<file path="config.mk">
export PLATFORM = sky130hd
export DESIGN_NAME = fcmp_arb_flat
export DESIGN_NICKNAME = d
export VERILOG_FILES = /design/src/rtl/fcmp_arb_if.sv /design/src/rtl/fcmp_arb.sv /design/src/flat_wrapper.sv
export SDC_FILE = /design/constraint.sdc
export NUM_CORES = 1
export LEC_CHECK = 0
export ABC_AREA = 1
export CAP_MARGIN = 5
export CORE_UTILIZATION = 30
export CTS_BUF_LIST = sky130_fd_sc_hd__clkbuf_8
export DETAILED_ROUTE_END_ITERATION = 10
export PLACE_DENSITY = 0.62
export SETUP_SLACK_MARGIN = 0.05
export SKIP_LAST_GASP = 1
export SLEW_MARGIN = 25
export SYNTH_ARGS = -nofsm -noshare
export SYNTH_HDL_FRONTEND = slang
export SYNTH_SLANG_ARGS = --single-unit
</file>
<file path="constraint.sdc">
create_clock -name clk -period 5.3 [get_ports clk]
set_clock_uncertainty 0.2 [all_clocks]
set_input_delay 0.795 -clock clk [delete_from_list [all_inputs] [get_ports clk]]
set_output_delay 0.795 -clock clk [all_outputs]
set_load 0.01 [all_outputs]
</file>
<file path="src/rtl/fcmp_arb_if.sv">
// Request/response bundle for the shared FP compare unit: two requesters,
// one response channel and the sticky NV flag.
interface fcmp_arb_if #(
    parameter int WIDTH = 32,
    parameter int TAG_W = 5
);
    logic             req0_valid;
    logic             req0_ready;
    logic [1:0]       req0_op;
    logic [WIDTH-1:0] req0_a;
    logic [WIDTH-1:0] req0_b;
    logic [TAG_W-1:0] req0_tag;

    logic             req1_valid;
    logic             req1_ready;
    logic [1:0]       req1_op;
    logic [WIDTH-1:0] req1_a;
    logic [WIDTH-1:0] req1_b;
    logic [TAG_W-1:0] req1_tag;

    logic             rsp_valid;
    logic             rsp_ready;
    logic             rsp_src;
    logic [TAG_W-1:0] rsp_tag;
    logic [WIDTH-1:0] rsp_data;
    logic             rsp_nv;

    logic             fflags_clr;
    logic             fflags_nv;

    modport master (
        output req0_valid, req0_op, req0_a, req0_b, req0_tag,
        output req1_valid, req1_op, req1_a, req1_b, req1_tag,
        input  req0_ready, req1_ready,
        input  rsp_valid, rsp_src, rsp_tag, rsp_data, rsp_nv,
        output rsp_ready, fflags_clr,
        input  fflags_nv
    );

    modport slave (
        input  req0_valid, req0_op, req0_a, req0_b, req0_tag,
        input  req1_valid, req1_op, req1_a, req1_b, req1_tag,
        output req0_ready, req1_ready,
        output rsp_valid, rsp_src, rsp_tag, rsp_data, rsp_nv,
        input  rsp_ready, fflags_clr,
        output fflags_nv
    );
endinterface

</file>
<file path="src/rtl/fcmp_arb.sv">
// Shared single-precision FLE/FLT/FEQ unit with a two-way round-robin
// arbiter, registered response (accept -> eval -> hold) and sticky NV.
module fcmp_arb #(
    parameter int WIDTH = 32,
    parameter int TAG_W = 5
) (
    input  logic         clk,
    input  logic         rst,
    fcmp_arb_if.slave    bus
);
    typedef enum logic [1:0] {
        IDLE = 2'd0,
        EVAL = 2'd1,
        HOLD = 2'd2
    } state_t;

    state_t           state_q;
    logic             last_grant_q;
    logic [1:0]       op_q;
    logic [WIDTH-1:0] a_q;
    logic [WIDTH-1:0] b_q;
    logic [TAG_W-1:0] tag_q;
    logic             src_q;

    logic             rsp_valid_q;
    logic             rsp_src_q;
    logic [TAG_W-1:0] rsp_tag_q;
    logic             rsp_res_q;
    logic             rsp_nv_q;
    logic             fflags_nv_q;

    logic [1:0]       req_valid;
    logic [1:0]       req_ready;
    logic             grant_d;
    logic             accept;

    assign req_valid = {bus.req1_valid, bus.req0_valid};
    // On a tie the requester that did not win last time gets the slot.
    assign grant_d   = (&req_valid) ? ~last_grant_q : req_valid[1];

    generate
        for (genvar gi = 0; gi < 2; gi++) begin : g_ready
            assign req_ready[gi] = (state_q == IDLE) && !rst && req_valid[gi]
                                   && (grant_d == 1'(gi));
        end
    endgenerate

    assign accept         = |req_ready;
    assign bus.req0_ready = req_ready[0];
    assign bus.req1_ready = req_ready[1];

    logic a_nan, b_nan, a_snan, b_snan, any_nan, both_zero;
    logic eq_d, lt_d, res_d, nv_d;

    always_comb begin
        a_nan     = (&a_q[30:23]) && (|a_q[22:0]);
        b_nan     = (&b_q[30:23]) && (|b_q[22:0]);
        a_snan    = a_nan && !a_q[22];
        b_snan    = b_nan && !b_q[22];
        any_nan   = a_nan || b_nan;
        both_zero = (a_q[30:0] == 31'd0) && (b_q[30:0] == 31'd0);
        eq_d      = !any_nan && ((a_q == b_q) || both_zero);
        lt_d      = 1'b0;
        if (!any_nan) begin
            if (a_q[31] != b_q[31]) begin
                lt_d = a_q[31] && !both_zero;
            end else if (!a_q[31]) begin
                lt_d = a_q[30:0] < b_q[30:0];
            end else begin
                lt_d = a_q[30:0] > b_q[30:0];
            end
        end
        res_d = 1'b0;
        nv_d  = 1'b0;
        case (op_q)
            2'b00: begin res_d = lt_d | eq_d; nv_d = any_nan;          end
            2'b01: begin res_d = lt_d;        nv_d = any_nan;          end
            2'b10: begin res_d = eq_d;        nv_d = a_snan || b_snan; end
            default: begin res_d = 1'b0;      nv_d = 1'b0;             end
        endcase
    end

    always_ff @(posedge clk) begin
        if (rst) begin
            state_q      <= IDLE;
            last_grant_q <= 1'b1;
            op_q         <= 2'b00;
            a_q          <= '0;
            b_q          <= '0;
            tag_q        <= '0;
            src_q        <= 1'b0;
            rsp_valid_q  <= 1'b0;
            rsp_src_q    <= 1'b0;
            rsp_tag_q    <= '0;
            rsp_res_q    <= 1'b0;
            rsp_nv_q     <= 1'b0;
            fflags_nv_q  <= 1'b0;
        end else begin
            case (state_q)
                IDLE: begin
                    if (accept) begin
                        op_q         <= grant_d ? bus.req1_op  : bus.req0_op;
                        a_q          <= grant_d ? bus.req1_a   : bus.req0_a;
                        b_q          <= grant_d ? bus.req1_b   : bus.req0_b;
                        tag_q        <= grant_d ? bus.req1_tag : bus.req0_tag;
                        src_q        <= grant_d;
                        last_grant_q <= grant_d;
                        state_q      <= EVAL;
                    end
                end
                EVAL: begin
                    rsp_src_q   <= src_q;
                    rsp_tag_q   <= tag_q;
                    rsp_res_q   <= res_d;
                    rsp_nv_q    <= nv_d;
                    rsp_valid_q <= 1'b1;
                    state_q     <= HOLD;
                end
                HOLD: begin
                    if (bus.rsp_ready) begin
                        rsp_valid_q <= 1'b0;
                        state_q     <= IDLE;
                    end
                end
                default: state_q <= IDLE;
            endcase

            // A set from a flagged handshake overrides a simultaneous clear.
            if ((state_q == HOLD) && bus.rsp_ready && rsp_nv_q) begin
                fflags_nv_q <= 1'b1;
            end else if (bus.fflags_clr) begin
                fflags_nv_q <= 1'b0;
            end
        end
    end

    assign bus.rsp_valid = rsp_valid_q;
    assign bus.rsp_src   = rsp_src_q;
    assign bus.rsp_tag   = rsp_tag_q;
    assign bus.rsp_data  = {{(WIDTH-1){1'b0}}, rsp_res_q};
    assign bus.rsp_nv    = rsp_nv_q;
    assign bus.fflags_nv = fflags_nv_q;
endmodule

</file>
<file path="src/flat_wrapper.sv">
// flat-port wrapper written by rule: the top's interface ports become plain ports
module fcmp_arb_flat 
#(
    parameter int WIDTH = 32,
    parameter int TAG_W = 5
)
  (clk, rst, bus_req0_valid, bus_req0_op, bus_req0_a, bus_req0_b, bus_req0_tag, bus_req1_valid, bus_req1_op, bus_req1_a, bus_req1_b, bus_req1_tag, bus_req0_ready, bus_req1_ready, bus_rsp_valid, bus_rsp_src, bus_rsp_tag, bus_rsp_data, bus_rsp_nv, bus_rsp_ready, bus_fflags_clr, bus_fflags_nv);
  fcmp_arb_if #(.WIDTH(WIDTH), .TAG_W(TAG_W)) bus_i ();
  input  logic clk;
  input  logic rst;
  input wire logic [$bits(bus_i.req0_valid)-1:0] bus_req0_valid;
  input wire logic [$bits(bus_i.req0_op)-1:0] bus_req0_op;
  input wire logic [$bits(bus_i.req0_a)-1:0] bus_req0_a;
  input wire logic [$bits(bus_i.req0_b)-1:0] bus_req0_b;
  input wire logic [$bits(bus_i.req0_tag)-1:0] bus_req0_tag;
  input wire logic [$bits(bus_i.req1_valid)-1:0] bus_req1_valid;
  input wire logic [$bits(bus_i.req1_op)-1:0] bus_req1_op;
  input wire logic [$bits(bus_i.req1_a)-1:0] bus_req1_a;
  input wire logic [$bits(bus_i.req1_b)-1:0] bus_req1_b;
  input wire logic [$bits(bus_i.req1_tag)-1:0] bus_req1_tag;
  output wire logic [$bits(bus_i.req0_ready)-1:0] bus_req0_ready;
  output wire logic [$bits(bus_i.req1_ready)-1:0] bus_req1_ready;
  output wire logic [$bits(bus_i.rsp_valid)-1:0] bus_rsp_valid;
  output wire logic [$bits(bus_i.rsp_src)-1:0] bus_rsp_src;
  output wire logic [$bits(bus_i.rsp_tag)-1:0] bus_rsp_tag;
  output wire logic [$bits(bus_i.rsp_data)-1:0] bus_rsp_data;
  output wire logic [$bits(bus_i.rsp_nv)-1:0] bus_rsp_nv;
  input wire logic [$bits(bus_i.rsp_ready)-1:0] bus_rsp_ready;
  input wire logic [$bits(bus_i.fflags_clr)-1:0] bus_fflags_clr;
  output wire logic [$bits(bus_i.fflags_nv)-1:0] bus_fflags_nv;
  assign bus_i.req0_valid = bus_req0_valid;
  assign bus_i.req0_op = bus_req0_op;
  assign bus_i.req0_a = bus_req0_a;
  assign bus_i.req0_b = bus_req0_b;
  assign bus_i.req0_tag = bus_req0_tag;
  assign bus_i.req1_valid = bus_req1_valid;
  assign bus_i.req1_op = bus_req1_op;
  assign bus_i.req1_a = bus_req1_a;
  assign bus_i.req1_b = bus_req1_b;
  assign bus_i.req1_tag = bus_req1_tag;
  assign bus_req0_ready = bus_i.req0_ready;
  assign bus_req1_ready = bus_i.req1_ready;
  assign bus_rsp_valid = bus_i.rsp_valid;
  assign bus_rsp_src = bus_i.rsp_src;
  assign bus_rsp_tag = bus_i.rsp_tag;
  assign bus_rsp_data = bus_i.rsp_data;
  assign bus_rsp_nv = bus_i.rsp_nv;
  assign bus_i.rsp_ready = bus_rsp_ready;
  assign bus_i.fflags_clr = bus_fflags_clr;
  assign bus_fflags_nv = bus_i.fflags_nv;
  fcmp_arb #(.WIDTH(WIDTH), .TAG_W(TAG_W)) u_core (.clk(clk), .rst(rst), .bus(bus_i));
endmodule
</file>
# Yosys cells after proc, flatten, opt, wreduce, memory -nomap -nowiden
# Cells that the tools add are included.
# op_classes
order_cmp,2
n_eq_ne,8
muxes,17
bitwise,3
reduce_logical,38
# op_table
cell,count
2-to-1 mux 32 bit,2
logical NOT 31 bit,2
OR reduction 23 bit,2
== test 32 bit,1
> comparator 31 bit,1
< comparator 31 bit,1
AND reduction 8 bit,2
logical AND 1 bit,14
AND reduction 2 bit,4
2-to-1 mux 1 bit,7
2-to-1 mux 2 bit,3
case mux 2 bit (3 select lines),1
logical NOT 1 bit,5
2-to-1 mux 5 bit,1
"== test 2 x 1 -> 1 bit, second input constant",2
"== test 2 bit, second input constant",2
logical NOT 2 bit,2
case mux 1 bit (2 select lines),2
nonzero test 2 bit,2
OR reduction 2 bit,2
logical OR 1 bit,3
case mux 1 bit (3 select lines),1
"inequality test 2 x 1 -> 1 bit, second input constant",1
"inequality test 2 bit, second input constant",1
3 further kinds,4
# totals
regBits,85
output_inout_bits,43
word_cells,81

# Depth between registers and ports, before layout
# logic_depth
word_depth,8
ltp_mapped,15
ltp_nobuf,15

# Worst setup path after synthesis
# No wires, ideal clock.
# synth_path
kind,input port to output port
from,input port rst
to,output port bus_req1_ready
arrival_ns,1.389
t_required_ns,4.305
slack_ns,2.916
cell_stages,4
path_cell_list,buf_2 > nor3_2 > o21ai_2 > nor2_1
# synth_via
elab_chain_cells,4
# synth_rtl
item,line_no,source
from (decl),flat_wrapper.sv:10,input logic rst;
logical NOT 1 bit,fcmp_arb.sv:43,assign req_ready[gi] = (state_q == IDLE) && !rst && req_valid[gi]
logical AND 1 bit (2 in series),fcmp_arb.sv:43,
logical AND 1 bit,fcmp_arb.sv:44,&& (grant_d == 1'(gi));
to (decl),flat_wrapper.sv:22,output wire logic [$bits(bus_i.req1_ready)-1:0] bus_req1_ready;
# No other way between the ends.

# Worst setup path after layout
# layout_path
from,input port bus_req0_valid
to,output port bus_req0_ready
# layout_via
elab_chain_cells,4
elab_cells_between_ends,5
# layout_rtl
item,line_no,source
from (decl),flat_wrapper.sv:11,input wire logic [$bits(bus_i.req0_valid)-1:0] bus_req0_valid;
AND reduction 2 bit,fcmp_arb.sv:39,assign grant_d = (&req_valid) ? ~last_grant_q : req_valid[1];
2-to-1 mux 1 bit,fcmp_arb.sv:39,
inverter 1 bit,fcmp_arb.sv:44,
logical AND 1 bit *,fcmp_arb.sv:44,
to (decl),flat_wrapper.sv:21,output wire logic [$bits(bus_i.req0_ready)-1:0] bus_req0_ready;
# Mark *: on every way between the ends. The rest lies on a longest branch, timed or not.

==> impl_metrics.tcl <==
set metrics [dict create \
    status "complete, no violations" \
    route.detailed.drc 0 \
    vias 4543 \
    hold_buffers 0 \
    grt_pass1_wl_um 20400 \
    setup_ws_ns 1.78 \
    fin_util_pct 41.1 \
    wl_per_cell_um 12.1 \
    viasPerCell 4.41 \
    drive_gt1_share_pct 4.33 \
    clock_path_buffers 2 \
    ant_nets 0 \
    drtIter0Drc 204 \
    synth_seq_area_share_pct 32.9 \
    final.min_clock_period_ns 3.52 \
    post-dp-hpwl_um 9210 \
    synth-main-ff-cell "dfxtp_1" \
    die_x_um 133 \
    path_cells "clkdlybuf4s50_1, nand2_1, nand2_4, and3_1, clkdlybuf4s50_1" \
    ir_drop_mv 0.104 \
    yosys.area.top_type "dfxtp_1" \
    rsz0062_at_grt "false" \
    insertion_delay_ns 0.38 \
    path_max_fanout 29 \
    setup_viol 0 \
    fin_crit_sh_pct 66.4 \
    pre_cts_slack_ns 1.77 \
    worstMarginPinSlew_ns 0.872 \
    drt_wl_total_um 12500 \
    rr_worst_depth 5 \
    hold_viol 0 \
    synth.distinct_cells 35 \
    pwr-share-comb_pct 30.6 \
    antenna_cells 0 \
    slew_headroom_pct 41.9 \
    yosys-top-cells-area "dfxtp_1, mux2i_1, a21oi_1" \
    endpoint_kind "output port" \
    hold_class "reg -> reg" \
    ys_warn_count 0 \
    dieHeight_um 133 \
    fin_nets 984 \
    whs_ns 0.265 \
    clock-root-buffer "clkbuf_8" \
    core-area_um2 16700 \
    power.switching_uw 551 \
    drtPass1Iterations 4 \
    synth_common_cells "a21oi_1, dfxtp_1, nand2_1, o21ai_0, mux2i_1" \
    setup-tns-final_ns 0 \
    cts_buffers 9 \
    synthesis.area_um2 5170 \
    layout-area-overhead-vs-synth_pct 32.7 \
    cts-htree-levels 3 \
    critical_path_depth 5 \
    tritoncts "built" \
    rows 47 \
    synth_top_area_share_pct 32.9 \
    cts_setup_buffers 0 \
    start_kind "input pin" \
    required_ns 4.30 \
    antenna_found_initial 0 \
    place_congestion 0.785 \
    cpMostUsedCell "clkdlybuf4s50_1" \
    cts_resized 0 \
    grt_max_degree 145 \
    p_leak_nw 3.15 \
    synth_most_common_cell "a21oi_1" \
    path_buf_inv 2 \
    ys_async_sr_fraction_pct 0 \
    swShare_pct 33.0 \
    ys_seq_elements 85 \
    synth_edf_count 0 \
    whs_path_depth 2 \
    max_freq_mhz 284 \
    slew_violations 0 \
    num_io_pins 191 \
    arrival_ns 2.53 \
    drv_cap 0 \
    intPower_mw 1.12 \
    fillers 1728 \
    critPathKind "in -> out" \
    grt_pass1_vias 4288 \
    max_stage_delay_ns 0.53 \
    dieArea_um2 17800 \
    power.density_nw_per_um2 244 \
    initial_core_util_pct 31.0 \
    grt_util_all_layers_pct 14.5 \
    clkTransAtPathRegs_ns 0.09 \
    clock-sinks 85 \
    share_seq_of_total_power_pct 45.0 \
    post_synth.cell_area_avg_um2 7.75 \
    cpLargestDelayFamily "buffers and inverters" \
    portBuffers 159 \
    grt-ovfl-total 0 \
    synthCells 667 \
    clkPwrFrac_pct 24.4 \
    critPathSlowestCell "clkdlybuf4s50_1" \
]
[worst reg2reg max path, delay by kind of cell, from the launching register on]
kind / cells / cell delay, ns
and+or+nand+nor: 2 / 0.45
AOI/OAI and AO/OA: 1 / 0.10
DFF: 1 / 0.34
muxes: 1 / 0.37
buffers and inverters: 1 / 0.72
[metal layers]
| metal | vias up | global-route usage, % | routed length, um |
|---|---|---|---|
| met1 | 1976 | 17.8 | 5700 |
| met4 | 0 | 3.91 | 131 |
| li1 | 2445 | - | - |
| met2 | 112 | 24.4 | 6010 |
| met3 | 10 | 4.38 | 616 |
| met5 | - | 0 | 0 |
[power by group through the flow]
stage               logic (mW)  clock network [mW]  registers [mW]
floorplan                0.359                   0           0.753
global placement         0.512                   0           0.766
detailed placement       0.519                   0           0.766
CTS                      0.522               0.436           0.752
global route             0.589               0.455           0.762
finish                   0.511               0.409           0.751
[sequential cells by signal (all words and copies together) (netlist names), 2 cells and up]
| name | cells |
|---|---|
| u_core.bus.rsp_tag | 5 |
| u_core.tag_q | 5 |
| u_core.a_q | 32 |
| u_core.op_q | 2 |
| u_core.state_q | 2 |
| u_core.b_q | 32 |
[layout make-up]
type	instances	area [um^2]	share of cell area, %
Clock buffer	9	124	1.81
Inverter	64	248	3.61
Tap cell	220	275	4.01
Sequential cell	85	1700	24.8
Clock inverter	6	42.5	0.620
Timing Repair Buffer	160	1600	23.3
Multi-Input combinational cell	485	2870	41.8
[per-stage QoR]
stage	total power, mW	cells	area [um^2]
after global routing	1.81	1029	6860
final	1.67	1029	6860
after detailed placement	1.29	1014	6690
after global placement	1.28	1014	6690
after floorplan	1.11	697	5280
after CTS	1.71	1029	6860
[layout by cell type (no fill, tap or decap), types with 3 or more instances in the layout]
cell type          n
nand4_1            6
ha_1              31
nor2_2             3
o21ai_0           74
inv_1             59
nand2_1           80
dfxtp_1           85
inv_2              3
a21oi_1           88
nand2_2            4
clkdlybuf4s50_1  159
mux2i_1           71
conb_1            31
clkinvlp_4         4
nor2_1            66
clkbuf_8           9
o21ai_1            5
nand3_1           11
[worst paths after layout]
| path | end | slack [ns] | startpoint |
|---|---|---|---|
| setup / recovery | bus_req0_ready | 1.78 | bus_req0_valid |
| hold reg to reg | u_core.bus.rsp_valid | 0.27 | u_core.bus.rsp_valid |
| setup reg to reg | u_core.a_q[26] | 2.95 | u_core.last_grant_q |
| hold / removal | u_core.bus.rsp_valid | 0.27 | u_core.bus.rsp_valid |
[cells by family after synthesis]
group	share of synthesized area (%)
AOI/OAI and AO/OA	17.3
other	0.0725
and+or+nand+nor	14.8
buffers and inverters	13.7
muxes	13.7
DFF	32.9
adders and majority gates	7.50
No activity file was read; power rests on OpenSTA's default activity.
